**config.mk**
```make
export PLATFORM = sky130hd
export DESIGN_NAME = signed_data_narrow
export DESIGN_NICKNAME = d
export VERILOG_FILES = /design/src/rtl/signed_data_pkg.sv /design/src/rtl/signed_data_sat.sv /design/src/rtl/signed_data_narrow.sv
export SDC_FILE = /design/constraint.sdc
export NUM_CORES = 1
export LEC_CHECK = 0
export BUFFER_PORTS_ARGS = -buffer_cell sky130_fd_sc_hd__buf_2
export CAP_MARGIN = 10
export CORE_MARGIN = 2
export CORE_UTILIZATION = 36
export CTS_CLUSTER_SIZE = 25
export DETAILED_ROUTE_END_ITERATION = 7
export RECOVER_POWER = 25
export SETUP_SLACK_MARGIN = 0.2
export SKIP_CTS_REPAIR_TIMING = 1
export SLEW_MARGIN = 20
export SYNTH_ARGS = -nofsm -noshare
export SYNTH_HDL_FRONTEND = slang
export SYNTH_HIERARCHICAL = 1
export SYNTH_SLANG_ARGS = --single-unit
```
**constraint.sdc**
```tcl
create_clock -name clk_i -period 3.05 [get_ports clk_i]
set_input_delay 0.305 -clock clk_i [delete_from_list [all_inputs] [get_ports clk_i]]
set_output_delay 0.305 -clock clk_i [all_outputs]
set_load 0.005 [all_outputs]
```
**src/rtl/signed_data_pkg.sv**
```systemverilog
// Shared types for the signed/unsigned sample narrowing pipeline.
// The stage-register struct is sized from L_WD_DEF; override both together.
package signed_data_pkg;

  localparam int SAT_CNT_WD = 16;
  localparam int L_WD_DEF   = 24;
  localparam int S_WD_DEF   = 16;
  localparam int VAL_WD     = L_WD_DEF + 1;

  typedef logic [SAT_CNT_WD-1:0] sat_cnt_t;

  typedef struct packed {
    logic [VAL_WD-1:0] data;
    logic              is_signed;
    logic              vld;
  } stage_t;

endpackage

```
**src/rtl/signed_data_sat.sv**
```systemverilog
// Combinational saturator: clamps a VAL_WD-bit value to S_WD bits, signed or unsigned.
module signed_data_sat #(
  parameter int VAL_WD = 25,
  parameter int S_WD   = 16
) (
  input  logic [VAL_WD-1:0] value,
  input  logic              is_signed,
  output logic [S_WD-1:0]   data,
  output logic              sat
);

  // NOTE: every output gets a default first, so no path leaves one unassigned (no latch).
  always_comb begin
    data = value[S_WD-1:0];
    sat  = 1'b0;
    if (is_signed) begin
      // In range only when all bits from the S_WD sign bit upward agree.
      if (!(&value[VAL_WD-1:S_WD-1] || ~|value[VAL_WD-1:S_WD-1])) begin
        sat  = 1'b1;
        data = {value[VAL_WD-1], {(S_WD-1){~value[VAL_WD-1]}}};
      end
    end else if (|value[VAL_WD-1:S_WD]) begin
      sat  = 1'b1;
      data = '1;
    end
  end

endmodule

```
**src/rtl/signed_data_narrow.sv**
```systemverilog
// Two-stage valid/ready narrowing pipeline (shift, then saturate) with a saturation counter.
// Optional rounding before the shift: define SIGNED_DATA_NARROW_ROUND_EN.
module signed_data_narrow
  import signed_data_pkg::*;
#(
  parameter int L_WD  = L_WD_DEF,
  parameter int S_WD  = S_WD_DEF,
  parameter int SHIFT = 0
) (
  input  logic                  clk_i,
  input  logic                  rst_i,
  input  logic [L_WD-1:0]       data_i,
  input  logic                  signed_i,
  input  logic                  valid_i,
  output logic                  ready_o,
  output logic [S_WD-1:0]       data_o,
  output logic                  sat_o,
  output logic                  valid_o,
  input  logic                  ready_i,
  input  logic                  clr_cnt_i,
  output logic [SAT_CNT_WD-1:0] sat_cnt_o
);

  stage_t          s1;
  logic [L_WD:0]   ext;
  logic [L_WD:0]   rnd;
  logic [L_WD:0]   shifted;
  logic [S_WD-1:0] sat_data;
  logic            sat_flag;
  logic            adv1;
  logic            adv2;

  assign adv2    = !valid_o || ready_i;
  assign adv1    = !s1.vld || adv2;
  assign ready_o = adv1;

  assign ext = {signed_i & data_i[L_WD-1], data_i};

`ifdef SIGNED_DATA_NARROW_ROUND_EN
  if (SHIFT > 0) begin : g_round
    localparam logic [L_WD:0] HALF = (L_WD+1)'(1) << (SHIFT - 1);
    // Wraps in L_WD+1 bits; a rounding carry out of range is caught by the saturator.
    assign rnd = ext + HALF;
  end else begin : g_no_round
    assign rnd = ext;
  end
`else
  assign rnd = ext;
`endif

  always_comb begin
    if (signed_i) shifted = $unsigned($signed(rnd) >>> SHIFT);
    else          shifted = rnd >> SHIFT;
  end

  // NOTE: sequential state uses non-blocking assignments so both stages see pre-edge values.
  always_ff @(posedge clk_i or posedge rst_i) begin
    if (rst_i) begin
      s1 <= '0;
    end else if (adv1) begin
      s1.vld       <= valid_i;
      s1.data      <= shifted;
      s1.is_signed <= signed_i;
    end
  end

  signed_data_sat #(
    .VAL_WD (L_WD + 1),
    .S_WD   (S_WD)
  ) u_sat (
    .value     (s1.data),
    .is_signed (s1.is_signed),
    .data      (sat_data),
    .sat       (sat_flag)
  );

  always_ff @(posedge clk_i or posedge rst_i) begin
    if (rst_i) begin
      valid_o <= 1'b0;
      data_o  <= '0;
      sat_o   <= 1'b0;
    end else if (adv2) begin
      valid_o <= s1.vld;
      data_o  <= sat_data;
      sat_o   <= sat_flag;
    end
  end

  // Clear has priority; the count sticks at all-ones instead of wrapping.
  always_ff @(posedge clk_i or posedge rst_i) begin
    if (rst_i) begin
      sat_cnt_o <= '0;
    end else if (clr_cnt_i) begin
      sat_cnt_o <= '0;
    end else if (valid_o && ready_i && sat_o && (sat_cnt_o != '1)) begin
      sat_cnt_o <= sat_cnt_o + 1'b1;
    end
  end

endmodule
```
==> flow_summary.toml <==
[run_status]
outcome = "complete, no violations"

[pwr]
p_sw_mw = 0.4807
leakage_nw = 1.441
finalPower_mw = 1.926
vdd_drop_max_uv = 370.0
clkPwrFrac = 0.426
intPower_mw = 1.445
pwr-share-comb = 0.100
pwr-share-seq = 0.474
p_sw_frac = 0.2496
pwr_density_cell_mw_per_mm2 = 550.4

[detailed_routing]
vias_per_cell = 5.106
drc = 0
drtPass1Iterations = 5
wl_um = 5895
drt_iter0_drc = 96
ant_nets = 0
vias = 2068
wire_per_inst_um = 14.56

[synthesis]
async_flop_share = 1.000
netlist_area_mm2 = 0.002878
syn_inst = 231
synth_seq_cells = 61
synth-edff-count = 0
postSynthAreaPerCell_um2 = 12.46
ys.flop_type = "dfrtp_1"
synth_cell_types = 45
ys_seq_area_frac = 0.5304
ys_warn_count = 6
syn_nets = 262

[setup_path]
cp.required_ns = 3.26
reg2reg_depth = 5
critPathLaunchType = "flip-flop"
r2r_end = "data_o[1]"
crit_type = "flip-flop to flip-flop"
crit-reg2reg-launch = "s1[26]"
cp.arrival_ns = 2.23
crit_path_max_fanout = 15
r2r_slack_ns = 1.03
end_kind = "flip-flop"

[placed_design]
place_hpwl_um = 4186
gp_congestion = 0.7289
dpl-instance-area_mm2 = 0.003276
pre_cts_ws_ns = 1.045
place.port_buffers = 64

[clock_network]
clockBufferDepth = 2
clock_sinks = 61
cts_tree = "built"
root_buffer = "clkbuf_8"
clkTransAtPathRegs_ns = 0.07
clk_latency_ns = 0.33
cts_max_level = 3
cts-buffers-inserted = 9

[global_routing]
antenna_found_initial = 0
grt_use_met1 = 0.1818
track_usage = 0.1495
met2_usage = 0.2446
overflow = 0
met3_usage = 0.05721
grt_max_degree = 31
grt_pass1_wl_um = 10320
grt-busiest-layer = "met2"
grt_pass1_vias = 2150

[layout]
layout.nets = 329
n_antenna_cell = 0
finalCoreUtilization = 0.4527
layout_commonest_cell = "buf_2"
area_growth_pct = 21.57
final_cell_mix = "buf_2, dfrtp_1, mux2_2"
fin_area_mm2 = 0.003498
drive_above_1_share = 0.4653

[worst_hold_path]
hold_path_class = "primary input to flip-flop"
hold_path_startpoint = "valid_i"
min_path_cells = 2
min_to = "s1[0]"

[sta]
relSlewSlack = 0.2465
fmax_mhz = 494.7
worstMarginPinSlew_ns = 1.129
setup_ws_ns = 1.028
fin_crit_sh = 0.6628
period_needed_ns = 2.022
fin_setup_tns_ns = 0
setup_viol = 0
rsz0062_at_grt = "no"
finClkSkew_ns = 0.009871
hold_viol_final = 0
slew_violations = 0

[die]
core_area_mm2 = 0.007727
die_h_um = 93.41
rows = 32
initial_core_util = 0.3724
ios = 65
dieArea_mm2 = 0.008724
die_width_um = 93.41

[run]
drv_cap = 0
## worst max path at each step
stage	slack [ns]	depth (start not counted)	end	from
5_1_grt	0.95	5	data_o[3]	s1[26]
2_1_floorplan	1.19	6	data_o[10]	s1[26]
3_5_place_dp	1.05	5	data_o[6]	s1[26]
4_1_cts	1.02	5	data_o[11]	s1[26]
6_report	1.03	5	data_o[1]	s1[26]
3_3_place_gp	1.09	5	data_o[9]	s1[26]
## cells in the mapped netlist (2+ instances only)
master / n / area share
a21oi_1: 12 / 0.021
buf_1: 2 / 0.0026
buf_2: 5 / 0.0087
buf_6: 2 / 0.0078
dfrtp_1: 61 / 0.53
inv_1: 5 / 0.0065
mux2_1: 2 / 0.0078
mux2_2: 43 / 0.17
nand2_1: 12 / 0.016
nand2b_1: 3 / 0.0065
nand3_1: 5 / 0.0087
nand4_1: 5 / 0.011
nand4_2: 2 / 0.0087
nor2_1: 4 / 0.0052
nor2b_1: 3 / 0.0065
nor4_1: 3 / 0.0065
nor4_2: 2 / 0.0087
o21a_1: 14 / 0.037
o21ai_0: 6 / 0.010
o311ai_0: 2 / 0.0061
o31ai_1: 6 / 0.016
o41ai_1: 2 / 0.0061
or2_2: 2 / 0.0043
or3_1: 2 / 0.0043
or4_1: 6 / 0.016
## cell type report
| type | instances | area, um2 |
|---|---|---|
| Sequential cell | 61 | 1526 |
| Inverter | 5 | 18.77 |
| Fill cell | 732 | 4229 |
| Clock inverter | 7 | 102.6 |
| Clock buffer | 9 | 123.9 |
| Tap cell | 102 | 127.6 |
| Timing Repair Buffer | 67 | 339.1 |
| Multi-Input combinational cell | 154 | 1260 |
## through the flow
stage | hold slack, ns | std cells
after floorplan | 0.4134 | 231
after global placement | 0.4303 | 389
after detailed placement | 0.4272 | 389
after CTS | 0.05397 | 405
after global routing | 0.1577 | 405
final | 0.1697 | 405
## state kept, by name (all words and copies together), names as in the netlist
register   cells
data_o        16
valid_o        1
sat_cnt_o     16
s1            27
sat_o          1
## power by group through the flow
stage / Clock [mW] / Combinational [mW] / Sequential, mW
finish: 0.821 / 0.192 / 0.912
global route: 0.891 / 0.217 / 0.921
CTS: 0.856 / 0.199 / 0.913
detailed placement: 0 / 0.199 / 0.928
global placement: 0 / 0.194 / 0.927
floorplan: 0 / 0.132 / 0.920
## kinds of logic (layout without fill, tap and decap cells)
group           after synthesis  count (layout)  share of synthesized area
simple gates                 62              62                     0.1465
mux                          46              46                     0.1796
fa+ha+maj                     1               1                   0.004347
compound gates               45              45                     0.1074
flops                        61              61                     0.5304
buf+inv                      16              88                    0.03174
## per-layer routing
layer / share of wire / vias up
met2: 0.47 / 55
met4: 0.011 / 0
met1: 0.45 / 1003
met3: 0.071 / 7
met5: 0 / -
li1: - / 1003
## worst max-delay path, cell delays in order, from the launching register on
cell	delay (ns)
dfrtp_1	0.43
or4_4	0.54
nor3_4	0.18
a22oi_2	0.24
o21a_1	0.25
mux2_2	0.26
Note: power is estimated with default switching activity, not from simulation.
